## config.mk

```make
export PLATFORM = sky130hd
export DESIGN_NAME = seq_pattern_gen_flat
export DESIGN_NICKNAME = d
export VERILOG_FILES = /design/src/rtl/seq_pattern_gen_if.sv /design/src/rtl/seq_pattern_gen.sv /design/src/flat_wrapper.sv
export SDC_FILE = /design/constraint.sdc
export NUM_CORES = 1
export LEC_CHECK = 0
export ABC_AREA = 0
export CAP_MARGIN = 20
export CORE_UTILIZATION = 35
export CTS_BUF_LIST = sky130_fd_sc_hd__clkbuf_16
export DETAILED_ROUTE_END_ITERATION = 16
export PLACE_DENSITY = 0.66
export SLEW_MARGIN = 20
export SYNTH_ARGS = -nofsm -noshare
export SYNTH_HDL_FRONTEND = slang
export SYNTH_SLANG_ARGS = --single-unit
```

## constraint.sdc

```tcl
create_clock -name clk -period 6.85 [get_ports clk]
set_input_delay 1.37 -clock clk [delete_from_list [all_inputs] [get_ports clk]]
set_output_delay 1.37 -clock clk [all_outputs]
set_load 0.03 [all_outputs]
```

## src/rtl/seq_pattern_gen_if.sv

```systemverilog
// Bus bundle for seq_pattern_gen: pattern load, transmit control and serial output framing.
interface seq_pattern_gen_if #(
  parameter int unsigned WIDTH = 18,
  parameter int unsigned LEN_W = 5
);
  logic             load;
  logic [WIDTH-1:0] pattern_in;
  logic [LEN_W-1:0] len_in;
  logic             start;
  logic             stop;
  logic             cont;
  logic             seq;
  logic             seq_valid;
  logic             busy;
  logic             done;
  logic [7:0]       frame_cnt;

  modport master (
    output load, pattern_in, len_in, start, stop, cont,
    input  seq, seq_valid, busy, done, frame_cnt
  );

  modport slave (
    input  load, pattern_in, len_in, start, stop, cont,
    output seq, seq_valid, busy, done, frame_cnt
  );
endinterface

```

## src/rtl/seq_pattern_gen.sv

```systemverilog
// Serial pattern transmitter: shifts a programmable pattern out on seq, one-shot or continuous.
// Optional even-parity trailer bit per frame when SEQ_GEN_PARITY_EN is defined.
module seq_pattern_gen #(
  parameter int unsigned      WIDTH     = 18,
  parameter int unsigned      LEN_W     = 5,
  parameter logic [WIDTH-1:0] DEF_PAT   = 18'b001_01100100_1101001,
  parameter bit               LSB_FIRST = 1'b1
) (
  input logic              clk,
  input logic              rst,
  seq_pattern_gen_if.slave bus
);

  typedef enum logic {IDLE, RUN} state_t;

  state_t           state_q;
  logic [WIDTH-1:0] pat_q, pat_d;
  logic [LEN_W-1:0] len_q, len_d;
  logic [LEN_W-1:0] idx_q;
  logic [LEN_W-1:0] last_idx;
  logic             cont_q;
  logic             seq_q;
  logic             valid_q;
  logic             busy_q;
  logic             done_q;
  logic [7:0]       cnt_q;
  logic             load_ok;

  function automatic logic [LEN_W-1:0] clamp_len(input logic [LEN_W-1:0] l);
    if (l == '0 || l > LEN_W'(WIDTH)) return LEN_W'(WIDTH);
    return l;
  endfunction

`ifdef SEQ_GEN_PARITY_EN
  function automatic logic parity(input logic [WIDTH-1:0] pat, input logic [LEN_W-1:0] len);
    logic p;
    p = 1'b0;
    for (int unsigned k = 0; k < WIDTH; k++)
      if (k < 32'(len)) p ^= pat[k];
    return p;
  endfunction
`endif

  // Index len selects the parity slot; below that, the pattern bit in send order.
  function automatic logic frame_bit(input logic [WIDTH-1:0] pat,
                                     input logic [LEN_W-1:0] len,
                                     input logic [LEN_W-1:0] i);
    logic [LEN_W-1:0] pos;
`ifdef SEQ_GEN_PARITY_EN
    if (i == len) return parity(pat, len);
`endif
    pos = LSB_FIRST ? i : LEN_W'(len - LEN_W'(1) - i);
    return pat[pos];
  endfunction

  // Load is resolved combinationally so a same-edge start already sends the new pattern.
  always_comb begin
    load_ok = (state_q == IDLE) && bus.load && !bus.stop;
    pat_d   = load_ok ? bus.pattern_in : pat_q;
    len_d   = load_ok ? clamp_len(bus.len_in) : len_q;
`ifdef SEQ_GEN_PARITY_EN
    last_idx = len_q;
`else
    last_idx = LEN_W'(len_q - LEN_W'(1));
`endif
  end

  always_ff @(posedge clk or negedge rst) begin
    if (!rst) begin
      state_q <= IDLE;
      pat_q   <= DEF_PAT;
      len_q   <= LEN_W'(WIDTH);
      idx_q   <= '0;
      cont_q  <= 1'b0;
      seq_q   <= 1'b0;
      valid_q <= 1'b0;
      busy_q  <= 1'b0;
      done_q  <= 1'b0;
      cnt_q   <= '0;
    end else begin
      pat_q  <= pat_d;
      len_q  <= len_d;
      done_q <= 1'b0;
      case (state_q)
        IDLE: begin
          if (bus.start && !bus.stop) begin
            state_q <= RUN;
            idx_q   <= '0;
            seq_q   <= frame_bit(pat_d, len_d, '0);
            valid_q <= 1'b1;
            busy_q  <= 1'b1;
            cnt_q   <= '0;
            cont_q  <= bus.cont;
          end
        end
        RUN: begin
          if (bus.stop) begin
            state_q <= IDLE;
            idx_q   <= '0;
            seq_q   <= 1'b0;
            valid_q <= 1'b0;
            busy_q  <= 1'b0;
          end else if (idx_q == last_idx) begin
            cnt_q <= cnt_q + 8'd1;
            idx_q <= '0;
            if (cont_q) begin
              seq_q <= frame_bit(pat_q, len_q, '0);
            end else begin
              state_q <= IDLE;
              seq_q   <= 1'b0;
              valid_q <= 1'b0;
              busy_q  <= 1'b0;
              done_q  <= 1'b1;
            end
          end else begin
            idx_q <= idx_q + LEN_W'(1);
            seq_q <= frame_bit(pat_q, len_q, idx_q + LEN_W'(1));
          end
        end
        default: state_q <= IDLE;
      endcase
    end
  end

  assign bus.seq       = seq_q;
  assign bus.seq_valid = valid_q;
  assign bus.busy      = busy_q;
  assign bus.done      = done_q;
  assign bus.frame_cnt = cnt_q;

endmodule

```

## src/flat_wrapper.sv

```systemverilog
// flat-port wrapper written by rule: the top's interface ports become plain ports
module seq_pattern_gen_flat 
#(
  parameter int unsigned      WIDTH     = 18,
  parameter int unsigned      LEN_W     = 5,
  parameter logic [WIDTH-1:0] DEF_PAT   = 18'b001_01100100_1101001,
  parameter bit               LSB_FIRST = 1'b1
)
  (clk, rst, bus_load, bus_pattern_in, bus_len_in, bus_start, bus_stop, bus_cont, bus_seq, bus_seq_valid, bus_busy, bus_done, bus_frame_cnt);
  seq_pattern_gen_if #(.WIDTH(WIDTH), .LEN_W(LEN_W)) bus_i ();
  input logic clk;
  input logic rst;
  input wire logic [$bits(bus_i.load)-1:0] bus_load;
  input wire logic [$bits(bus_i.pattern_in)-1:0] bus_pattern_in;
  input wire logic [$bits(bus_i.len_in)-1:0] bus_len_in;
  input wire logic [$bits(bus_i.start)-1:0] bus_start;
  input wire logic [$bits(bus_i.stop)-1:0] bus_stop;
  input wire logic [$bits(bus_i.cont)-1:0] bus_cont;
  output wire logic [$bits(bus_i.seq)-1:0] bus_seq;
  output wire logic [$bits(bus_i.seq_valid)-1:0] bus_seq_valid;
  output wire logic [$bits(bus_i.busy)-1:0] bus_busy;
  output wire logic [$bits(bus_i.done)-1:0] bus_done;
  output wire logic [$bits(bus_i.frame_cnt)-1:0] bus_frame_cnt;
  assign bus_i.load = bus_load;
  assign bus_i.pattern_in = bus_pattern_in;
  assign bus_i.len_in = bus_len_in;
  assign bus_i.start = bus_start;
  assign bus_i.stop = bus_stop;
  assign bus_i.cont = bus_cont;
  assign bus_seq = bus_i.seq;
  assign bus_seq_valid = bus_i.seq_valid;
  assign bus_busy = bus_i.busy;
  assign bus_done = bus_i.done;
  assign bus_frame_cnt = bus_i.frame_cnt;
  seq_pattern_gen #(.WIDTH(WIDTH), .LEN_W(LEN_W), .DEF_PAT(DEF_PAT), .LSB_FIRST(LSB_FIRST)) u_core (.clk(clk), .rst(rst), .bus(bus_i));
endmodule
```

==> results of run 1 <==
==> cell families after synthesis <==
family,Yosys count,synth area share
adders and majority gates,3,0.0179
AOI/OAI and AO/OA,40,0.121
xor gates and xnor gates,9,0.0377
muxes,24,0.149
and+or+nand+nor,54,0.139
DFF,41,0.496
buffers and inverters,18,0.0395
==> critical path: cells and delay by family <==
| family | cells | cell delay, ns |
|---|---|---|
| buf+inv | 1 | 0.52 |
| compound gates | 2 | 0.62 |
| simple gates | 2 | 0.75 |
==> power groups by stage <==
stage          logic [mW]  registers, mW  clock network [mW]
6_report            0.199          0.338               0.225
5_1_grt             0.220          0.347               0.243
4_1_cts             0.202          0.340               0.231
3_5_place_dp        0.201          0.344                   0
3_3_place_gp        0.199          0.342                   0
2_1_floorplan       0.141          0.338                   0
==> registers in the layout, summed over array words and instances (netlist names) <==
signal and count:
u_core.bus.frame_cnt 8, u_core.state_q 1, u_core.bus.seq 1, u_core.bus.seq_valid 1, u_core.bus.done 1, u_core.cont_q 1, u_core.len_q 5, u_core.pat_q 18
u_core.idx_q 5
==> through the flow <==
stage                     area (µm²)  utilization
after CTS                       2690        0.477
after global routing            2690        0.477
after global placement          2550        0.451
final                           2690        0.477
after detailed placement        2550        0.451
after floorplan                 2090            -
==> layer usage <==
metal,share of wire,routed length (µm),global-route usage
met5,0,0,0
met4,0.013,53,0.0436
met3,0.040,159,0.0460
met2,0.47,1880,0.224
met1,0.48,1900,0.190
==> path summary, 6_finish.rpt <==
| path | slack, ns | to | depth (start not counted) |
|---|---|---|---|
| max | 3.81 | u_core.bus.frame_cnt[4] | 5 |
| min | 0.50 | u_core.bus.done | 1 |
| max reg2reg | 4.28 | u_core.bus.frame_cnt[4] | 7 |
| min reg2reg | 0.50 | u_core.bus.done | 1 |
| max in group asynchronous | 5.08 | u_core.bus.frame_cnt[3] | 1 |
| min in group asynchronous | 1.21 | u_core.pat_q[8] | 1 |
==> synthesized netlist by cell type <==
cell type / count
a21oi_1: 6
inv_1: 10
nor2_1: 9
o22a_1: 1
buf_6: 1
o21a_1: 1
nor4_1: 1
ha_1: 3
a31oi_1: 2
nand2_1: 14
and4_1: 1
mux2i_1: 2
o31ai_1: 6
a211o_1: 2
nand3b_1: 3
or3_2: 1
mux2_2: 18
dfrtp_1: 31
buf_4: 2
mux4_2: 4
xor2_1: 4
a2111o_1: 1
buf_1: 2
nor3_1: 2
xnor2_1: 5
and3b_1: 1
nand4bb_1: 1
o211ai_1: 3
nand2b_1: 2
nor2b_1: 4
or3_1: 1
nor3b_1: 2
dfstp_2: 10
clkbuf_1: 3
o32ai_1: 1
nand3_1: 8
o2bb2ai_1: 1
or4_1: 4
o21ai_0: 16
==> final cells by class <==
class,count,area share
Clock buffer,5,0.0465
Sequential cell,41,0.386
Multi-Input combinational cell,130,0.363
Inverter,10,0.0140
Timing Repair Buffer,41,0.150
Clock inverter,3,0.00651
Tap cell,72,0.0335
==> results, run 1 <==
- The number of gates resized after cts is 0.
- Adding up every negative setup slack in the final design gives 0 ns.
- The die outline height is ~80 µm.
- The total clock buffers created by CTS is 5.
- The final cell count without fillers is around 300.
- The clock sink total is 41.
- The launch point of the critical path is bus_stop.
- The fraction of synthesized cell area taken by the top area cell type is 0.371.
- The number of distinct library cells after synthesis is 39.
- The half-perimeter wire length after placement is 2890 µm.
- The clock passes through at most 2 buffers.
- The net switching power is 223 µW.
- Of the total power, registers draw 0.444.
- The initial utilization of the core area, before any placement, comes to 0.371.
- The number of pins with negative max-slew slack in the final report was 0.
- The data required time of the worst path is a little over 7 ns.
- The critical path goes through clkdlybuf4s50_1, nand2b_1, a2111o_1, or4_1, a21oi_1.
- The worst hold-check path type is flop to flop.
- Registers take about 1000 µm².
- Post-CTS timing repair inserted 0 buffers for setup.
- The cell row count is 27.
- Each instance of the synthesized netlist takes up on average roughly 11 µm².
- The beginning of the worst hold path is u_core.cont_q.
- The worst-case headroom to the max-slew limit is 0.410.
- The post-synthesis net count is approximately 220.
- Between clock sinks in the finished design, the worst skew comes to 0.00253 ns.
- The total vias in the final route is about 1500.
- The net count of the finished layout is approximately 260.
- The horizontal extent of the die is just under 80 µm.
- The fraction of power consumed by the clock network is 0.296.
- The residual antenna-violating net count after detailed routing is 0.
- The share of total power dissipated in combinational logic is 0.260.
- 41 I/O pins were placed.
- The largest net degree at the start of global routing is between 40 and 50.
- The clock insertion delay at the later pin of the skew report is 0.28 ns.
- The first global-routing pass estimated 6940 µm of wire.
- Setup repair after global routing left no endpoint under its margin.
- The number of endpoints with negative hold slack in the final report came to 0.
- The floorplan step defined a die boundary enclosing around 6300 µm².
- In the routed design, unresolved DRC markers number 0.
- Among all stages on the critical path, the largest delay is contributed by clkdlybuf4s50_1.
- The yosys synthesis warning count is 0.
- In the layout the commonest cells are clkdlybuf4s50_1, dfrtp_1, mux2_2.
- The run finished with clean final reports.
- The register bit total from synthesis is 41.
- The peak supply drop is ~0.15 mV.
- The sequential-to-total area share from yosys stat is 0.496.
- In this run the tool buffered the top-level ports with 40 buffer cells.
- Leaving out fill and tap cells, the most frequent cell in the layout is clkdlybuf4s50_1.
- Of the available clock period, the critical path in the final layout requires 0.444.
- The number of antenna violations at the first check in global routing is 0.
- After the first detailed-routing iteration, the DRC count stood at between 60 and 70.
- Including well taps, the total number of placed cells is ~300.
- The fill cell instance count of the final layout is ~520.
- For the pin with the worst max-slew slack, the measured transition is approximately 0.88 ns.
- Global routing finished with a remaining overflow of 0.
- The time the worst path needs with I/O delays and setup is just over 3 ns.
- The mapped netlist covers between 2000 and 2500 µm².
- Dividing total power by cell area gives a power density of around 280 nW/µm².
- From synthesis to final layout, the design area changed by 28.5%.
- TritonCTS built the clock tree.
- After technology mapping, the gate count stands at about 190.
- Before antenna repair, the detailed router went through 4 iterations.
- The total routing resource utilization after global routing is 0.144.
- The via count of the first global-routing pass came to 1498.
- The total of max-cap violations is 0.
- The worst hold-check slack is ~0.50 ns.
- The leakage power summed over all cells is ~1.1 nW.
- The worst setup path is launched from an input pin.
- By area the synthesized netlist is led by dfrtp_1, dfstp_2, mux2_2.
- Summing all multi-input logic gate instances after layout gives slightly below 1000 µm².
- The internal cell power is 540 µW.
- Of the total power, the share spent switching nets is 0.292.
- The final worst-path setup slack is 3.81 ns.
- The weighted congestion at the end of routability-driven global placement is ~0.80.
- The count of final setup violators is 0.
- The type of element capturing the critical path is a flop.
- The setup slack at placement is approximately 3.5 ns.
- In this run, post-CTS hold repair placed 0 buffers.
- The critical path data arrival time is roughly 3.3 ns.
- The region available for standard cell placement spans 5640 µm².
- The largest single stage delay on the critical path is ~0.52 ns.
- The number of antenna diodes in the final layout is 0.
- The post-CTS clock slew at the launch and capture registers of the worst setup and hold paths is 0.06 ns.
- For this run, the top clock speed supported by timing is 328 MHz.
- The via-per-instance ratio is between 5 and 6.
- The origin of the critical flop-to-flop path is u_core.len_q[1].
- The detailed-route wire length is 3990 µm.
- The class of the most critical setup path is input pin to flop.
- Along the worst path, the maximum fanout reaches 12.
- In the final routed layout, each cell accounts on average for about 13 µm.
- The H-tree depth is 2.
- The synthesized design spends more area on one cell type than any other, namely dfrtp_1.
- The post-route total power is about 760 µW.
- Of the cells placed in the final design, the portion with a size suffix greater than 1 is 0.191.
- The CTS root buffer is clkbuf_16.
No activity file was read; power rests on OpenSTA's default activity.
==> inputs of run 2 (changes only) <==
==> constraint.sdc (replaced) <==
create_clock -name clk -period 2.88 [get_ports clk]
set_input_delay 0.576 -clock clk [delete_from_list [all_inputs] [get_ports clk]]
set_output_delay 0.576 -clock clk [all_outputs]
set_load 0.03 [all_outputs]
==> run 2 against run 1 <==
  * Final cell count up 0.66%
  * Hold slack worse by 0.068 ns
  * Clock skew up 0.0027 ns
  * Sequential share of layout area down 0.16 points
  * Combinational power up 150%
  * Worst setup slack worse by 3.3 ns
  * Register-to-register slack worse by 3.8 ns
  * Non-clock buffer count up 2
  * Via count up 4.0%
  * Utilization up 0.20 points
  * Critical path type is now flop to flop
==> results, run 2 (synthesis gave the netlist of run 1 again) <==
- Result of the run: completed (unchanged).
- The worst hold-check path type is input pin to async pin (was flop to flop).
- The clock tree buffer depth is 2 (unchanged).
- The class of the most critical setup path was flop to flop (was input pin to flop).
- The CTS tree is done (unchanged).
- The residual antenna-violating net count after detailed routing came to 0 (unchanged).
- The utilization of the core after routing is 0.479 (was 0.477).
- The sort of element at the start of the critical path was a flop (was input pin).
- The clock insertion delay at the later pin of the skew report was 0.28 ns (about the same).
- The type of element capturing the critical path was a flop (unchanged).
- The final net count is 263 (was 261).
- The total vias in the final route came to 1588 (was 1527).
- The number of detailed-route iterations in the first pass was 4 (unchanged).
- The launch point of the critical path is u_core.len_q[1] (was bus_stop).
- The number of pins with negative max-slew slack in the final report is 0 (unchanged).
- The post-CTS setup buffer count was 0 (unchanged).
- The cell count after placement is 296 (was 294).
- The total routing resource utilization after global routing is 0.146 (was 0.144).
- The via count of the first global-routing pass is 1562 (was 1498).
- The power density over cell area was 671 nW/µm² (was 284 nW/µm²).
- The number of flip-flops in the largest register came to 18 (unchanged).
- The total of max-cap violations was 0 (unchanged).
- The CTS root buffer is clkbuf_16 (unchanged).
- The count of pins on the block boundary is 41 (unchanged).
- The smallest clock period supported by the final layout is computed as approximately 2.4 ns.
- The data required time of the worst path is 3.09 ns (was 7.06 ns).
- The most common cell after layout, fill and taps aside is clkdlybuf4s50_1 (unchanged).
- The worst-case headroom to the max-slew limit is 0.392 (was 0.410).
- The leakage power summed over all cells is 1.07 nW (was 1.05 nW).
- The DRC violation total after the first TritonRoute iteration was 95 (was 67).
- The half-perimeter wire length after placement is 3010 µm (was 2890 µm).
- The worst clock skew on the final layout is 0.00520 ns (was 0.00253 ns).
- The reg2reg setup slack came to 0.46 ns (was 4.28 ns).
- The total clock buffers created by CTS came to 5 (unchanged).
- The final global-route overflow total is 0 (unchanged).
- The first-pass GRT wire length is 7200 µm (was 6940 µm).
- The count of final setup violators is 0 (unchanged).
- The number of gates resized after cts is 0 (unchanged).
- The largest register by flop count is u_core.pat_q (unchanged).
- Of the available clock period, the critical path in the final layout requires 0.840.
- The origin of the critical flop-to-flop path was u_core.len_q[1] (unchanged).
- The largest fanout on the critical path was 10 (was 12).
- The post-route total power was 1.81 mW (was 763 µW).
- The die outline height is 79.3 µm (unchanged).
- The critical path data arrival time is 2.62 ns (was 3.25 ns).
- The remaining design rule violation count is 0 (unchanged).
- The number of antenna violations at the first check in global routing came to 0 (unchanged).
- The cell row count was 27 (unchanged).
- The number of buffers inserted by hold repair at cts was 0 (unchanged).
- The number of endpoints with negative hold slack in the final report is 0 (unchanged).
- The transition time of the tightest slew-check pin is 0.913 ns (was 0.885 ns).
- The setup total negative slack is 0 ns (unchanged).
- The final cell count without fillers is 304 (was 302).
- Leading cell types in the layout, fill and taps excluded: clkdlybuf4s50_1, dfrtp_1, mux2_2 (unchanged).
- The via-per-instance ratio was 5.22 (was 5.06).
- The horizontal extent of the die is 79.3 µm (unchanged).
- RSZ-0062 raised after global routing: false (unchanged).
- The starting density of the core is 0.371 (unchanged).
- The core area was 5640 µm² (unchanged).
- The clock sink total is 41 (unchanged).
- The highest clock frequency the design can meet is a little over 400 MHz.
- The weighted congestion at the end of routability-driven global placement is 0.797 (was 0.802).
- The average wire per standard cell is 13.5 µm (was 13.2 µm).
- The detailed-route wire length was 4120 µm (was 3990 µm).
- The worst reg2reg path depth is 7 (unchanged).
- The largest net degree at the start of global routing came to 42 (unchanged).
- The fraction of final layout cells sized beyond drive strength 1 is 0.194 (was 0.191).
- The post-CTS clock slew at the launch and capture registers of the worst setup and hold paths is 0.06 ns (about the same).
- The number of buffers inserted by port buffering is 40 (unchanged).
- The worst reg2reg path endpoint is u_core.bus.frame_cnt[7] (was u_core.bus.frame_cnt[4]).
- The synthesis-to-layout area growth is 29.0% (was 28.5%).
- The number of antenna diodes is 0 (unchanged).
- The peak supply drop is 0.395 mV (was 0.152 mV).
- The setup slack at placement is 0.419 ns (was 3.53 ns).
- The full die area is 6290 µm² (unchanged).
- The H-tree depth is 2 (unchanged).
- The final worst-path setup slack is 0.460 ns (was 3.81 ns).
==> run 2: worst max-delay path by stage <==
stage	to	slack (ns)	cells after the start
after floorplan	u_core.bus.frame_cnt[7]	0.57	8
after global placement	u_core.bus.frame_cnt[7]	0.46	5
after detailed placement	u_core.bus.frame_cnt[7]	0.42	5
after CTS	u_core.bus.frame_cnt[7]	0.48	7
after global routing	u_core.bus.frame_cnt[7]	0.33	7
final	u_core.bus.frame_cnt[7]	0.46	7
==> run 2: metal layers <==
metal,GRT usage,part of all wire,wire length (µm)
met5,0,0,0
met4,0.0291,0.0061,25
met3,0.0345,0.039,162
met2,0.240,0.49,2010
met1,0.195,0.47,1920
==> run 2: final cells by class <==
type                       instances  area [µm²]
clock buffer                       5         125
clock inverter                     3        13.8
fill                             524        2940
inverter                          10        37.5
multi-input combinational        130         977
sequential                        41        1040
tap                               72        90.1
timing repair buffer              43         418
==> run 2: critical path, stage by stage (launching register included) <==
cell and delay (ns):
dfstp_2 0.52, inv_1 0.05, ha_1 0.28, xnor2_1 0.13, a211o_1 0.29, a211o_1 0.39, or4_1 0.53, a21oi_1 0.16
==> run 2: stage by stage <==
step	cell area [µm²]	hold slack [ns]
floorplan	2090	0.280
global route	2700	0.508
global placement	2560	0.488
detailed placement	2560	0.497
finish	2700	0.433
CTS	2700	0.458
==> run 2: power breakdown <==
| part | leakage [nW] | internal (mW) | switching [mW] |
|---|---|---|---|
| sequential | 0.503 | 0.706 | 0.0930 |
| clock | 0.0748 | 0.314 | 0.209 |
| combinational | 0.489 | 0.265 | 0.224 |
| total | 1.07 | 1.29 | 0.526 |
==> inputs of run 3 (changes only) <==
--- a/config.mk
+++ b/config.mk
@@ -10,7 +10,7 @@
 export CORE_UTILIZATION = 35
 export CTS_BUF_LIST = sky130_fd_sc_hd__clkbuf_16
 export DETAILED_ROUTE_END_ITERATION = 16
-export PLACE_DENSITY = 0.66
+export PLACE_DENSITY = 0.68
 export SLEW_MARGIN = 20
 export SYNTH_ARGS = -nofsm -noshare
 export SYNTH_HDL_FRONTEND = slang
==> constraint.sdc (replaced) <==
create_clock -name clk -period 2.1 [get_ports clk]
set_input_delay 0.42 -clock clk [delete_from_list [all_inputs] [get_ports clk]]
set_output_delay 0.42 -clock clk [all_outputs]
set_load 0.03 [all_outputs]
==> run 3 against run 2 <==
  * The run now ends with setup timing left
  * Hold slack worse by 0.33 ns
  * Flip-flop and latch count unchanged
  * Design area up 4.6%
  * Total power up 40%
  * Largest cell class unchanged
  * Non-clock buffer count up 8
  * Die area unchanged
  * Combinational power up 50%
  * Routed wire length up 7.4%
  * First-iteration DRC count up 2.1%
  * Highest routed layer unchanged
==> results, run 3 (synthesis gave the netlist of run 1 again) <==
- The top layer reached by signal wires is met4 (unchanged).
- The first-pass GRT wire length is 7690 µm (was 7200 µm).
- The transition time of the tightest slew-check pin is 0.407 ns (was 0.913 ns).
- The die outline height is 79.3 µm (unchanged).
- The final net count is 271 (was 263).
- The worst clock skew on the final layout is 0.00687 ns (was 0.00520 ns).
- The critical path data arrival time is 2.38 ns (was 2.62 ns).
- The CTS tree is done (unchanged).
- The final global-route overflow total is 0 (unchanged).
- The CTS root buffer is clkbuf_16 (unchanged).
- The switching power as a share of total power is 0.291 (was 0.290).
- The residual antenna-violating net count after detailed routing is 0 (unchanged).
- The number of detailed-route iterations in the first pass is 4 (unchanged).
- The largest fanout on the critical path came to 5 (was 10).
- The total vias in the final route is 1608 (was 1588).
- The clock tree buffer depth is 2 (unchanged).
- The largest net degree at the start of global routing is 42 (unchanged).
- The weighted congestion at the end of routability-driven global placement is 0.757 (was 0.797).
- The number of antenna violations at the first check in global routing is 0 (unchanged).
- The number of buffers inserted by port buffering is 40 (unchanged).
- The time the worst path needs with I/O delays and setup was 2.16 ns (was 2.42 ns).
- The most common cell after layout, fill and taps aside is clkdlybuf4s50_1 (unchanged).
- The checks that failed: setup timing.
- The data required time of the worst path is 2.32 ns (was 3.09 ns).
- The number of endpoints with negative hold slack in the final report is 0 (unchanged).
- The class of the most critical setup path is flop to flop (unchanged).
- The sort of element at the start of the critical path was a flop (unchanged).
- The total clock buffers created by CTS is 5 (unchanged).
- The share of the clock period used by the worst path after layout was 1.03 (was 0.840).
- The core area is 5640 µm² (unchanged).
- The count of pins on the block boundary is 41 (unchanged).
- The worst hold-check slack came to 0.105 ns (was 0.433 ns).
- The clock sink total was 41 (unchanged).
- The worst-case headroom to the max-slew limit is 0.728 (was 0.392).
- The setup slack at placement is -0.0559 ns (was 0.419 ns).
- The leakage power summed over all cells is 1.12 nW (was 1.07 nW).
- The sequential power share is 0.429 (was 0.441).
- The final worst-path setup slack is -0.0611 ns (was 0.460 ns).
- The fraction of power consumed by combinational cells is 0.289 (was 0.270).
- The detailed-route wire length is 4420 µm (was 4120 µm).
- The number of flip-flops in the largest register was 18 (unchanged).
- The post-CTS clock slew at the launch and capture registers of the worst setup and hold paths is 0.06 ns (about the same).
- The fraction of power consumed by the clock network is 0.281 (was 0.289).
- The number of buffers inserted by hold repair at cts is 0 (unchanged).
- The count of final setup violators is 3 (was 0).
- The average wire per standard cell came to 14.2 µm (was 13.5 µm).
- The routed length on met3 is 176 µm (was 162 µm).
- The starting density of the core is 0.371 (unchanged).
- The DRC violation total after the first TritonRoute iteration is 97 (was 95).
- The net switching power is 737 µW (was 526 µW).
- The power density over cell area is 897 nW/µm² (was 671 nW/µm²).
- The remaining design rule violation count is 0 (unchanged).
- The highest clock frequency the design can meet came to 463 MHz (was 413 MHz).
- The total of max-cap violations is 0 (unchanged).
- The peak supply drop is 0.463 mV (was 0.395 mV).
- The number of antenna diodes is 0 (unchanged).
- The full die area is 6290 µm² (unchanged).
- The total routing resource utilization after global routing is 0.158 (was 0.146).
- The wire length on met1 is 2010 µm (was 1920 µm).
- The number of pins with negative max-slew slack in the final report came to 0 (unchanged).
- The via-per-instance ratio is 5.15 (was 5.22).
- The type of element capturing the critical path is a flop (unchanged).
- Result of the run: finished, violations left (was completed).
- The routed length on met2 is 2210 µm (was 2010 µm).
- The half-perimeter wire length after placement came to 3120 µm (was 3010 µm).
- The clock insertion delay at the later pin of the skew report is 0.28 ns (about the same).
- The H-tree depth is 2 (unchanged).
- RSZ-0062 raised after global routing: true (was false).
- The worst hold-check path type is input pin to async pin (unchanged).
- The fraction of final layout cells sized beyond drive strength 1 is 0.246 (was 0.194).
- The horizontal extent of the die is 79.3 µm (unchanged).
- The cell row count was 27 (unchanged).
- The internal cell power is 1.80 mW (was 1.29 mW).
- The final standard cell area without fillers was 2830 µm² (was 2700 µm²).
- The largest register by flop count is u_core.pat_q (unchanged).
- The synthesis-to-layout area growth was 35.0% (was 29.0%).
- The via count of the first global-routing pass is 1637 (was 1562).
- Leading cell types in the layout, fill and taps excluded: clkdlybuf4s50_1, dfrtp_1, mux2_2 (unchanged).
- The placed instance area is 2640 µm² (was 2560 µm²).
==> run 3: critical path, stage by stage (launching register included) <==
cell,delay (ns)
dfstp_2,0.53
inv_2,0.05
ha_4,0.22
xnor2_1,0.12
a211o_1,0.24
a211o_1,0.31
buf_6,0.15
or4_1,0.39
nand3_1,0.09
==> run 3: metal layers <==
metal | vias to the layer above | track usage
met3 | 2 | 0.0379
met4 | 0 | 0.0491
met2 | 37 | 0.267
met1 | 785 | 0.198
li1 | 784 | -
met5 | - | 0
==> run 3: layout make-up <==
type                            instances  area [µm²]
Timing Repair Buffer                   51         494
Sequential cell                        41        1040
Fill cell                             530        2820
Inverter                               10        37.5
Tap cell                               72        90.1
Multi-Input combinational cell        130        1030
Clock buffer                            5         125
Clock inverter                          3        11.3
==> run 3: timing repair <==
| action | in CTS | in global routing |
|---|---|---|
| setup buffers | 0 | 2 |
| setup endpoints to repair | 3 | 10 |
| gates resized for setup | 0 | 9 |
| pin swaps | 2 | 1 |
==> run 3: power groups by stage <==
stage	Combinational (mW)	Sequential (mW)	Clock [mW]
floorplan	0.471	1.10	0
global placement	0.705	1.09	0
global route	0.807	1.11	0.770
CTS	0.727	1.09	0.730
finish	0.733	1.09	0.714
detailed placement	0.722	1.10	0
==> run 3: worst paths after layout <==
check                            startpoint                       to  slack, ns  cells past startpoint
setup / recovery            u_core.len_q[1]  u_core.bus.frame_cnt[3]      -0.06                      8
hold / removal                          rst          u_core.pat_q[7]       0.11                      2
setup reg to reg            u_core.len_q[1]  u_core.bus.frame_cnt[3]      -0.06                      8
hold reg to reg            u_core.pat_q[11]         u_core.pat_q[11]       0.51                      1
max in group asynchronous               rst          u_core.pat_q[0]       1.72                      2
min in group clk           u_core.pat_q[11]         u_core.pat_q[11]       0.51                      1
==> run 3: through the flow <==
step	TNS, ns	cells	utilization	power (mW)
2_1_floorplan	0	189	-	1.58
3_3_place_gp	-0.0221	302	0.467	1.80
3_5_place_dp	-0.122	302	0.467	1.82
4_1_cts	-0.0758	310	0.491	2.55
5_1_grt	-0.246	312	0.501	2.69
6_report	-0.111	312	0.501	2.53
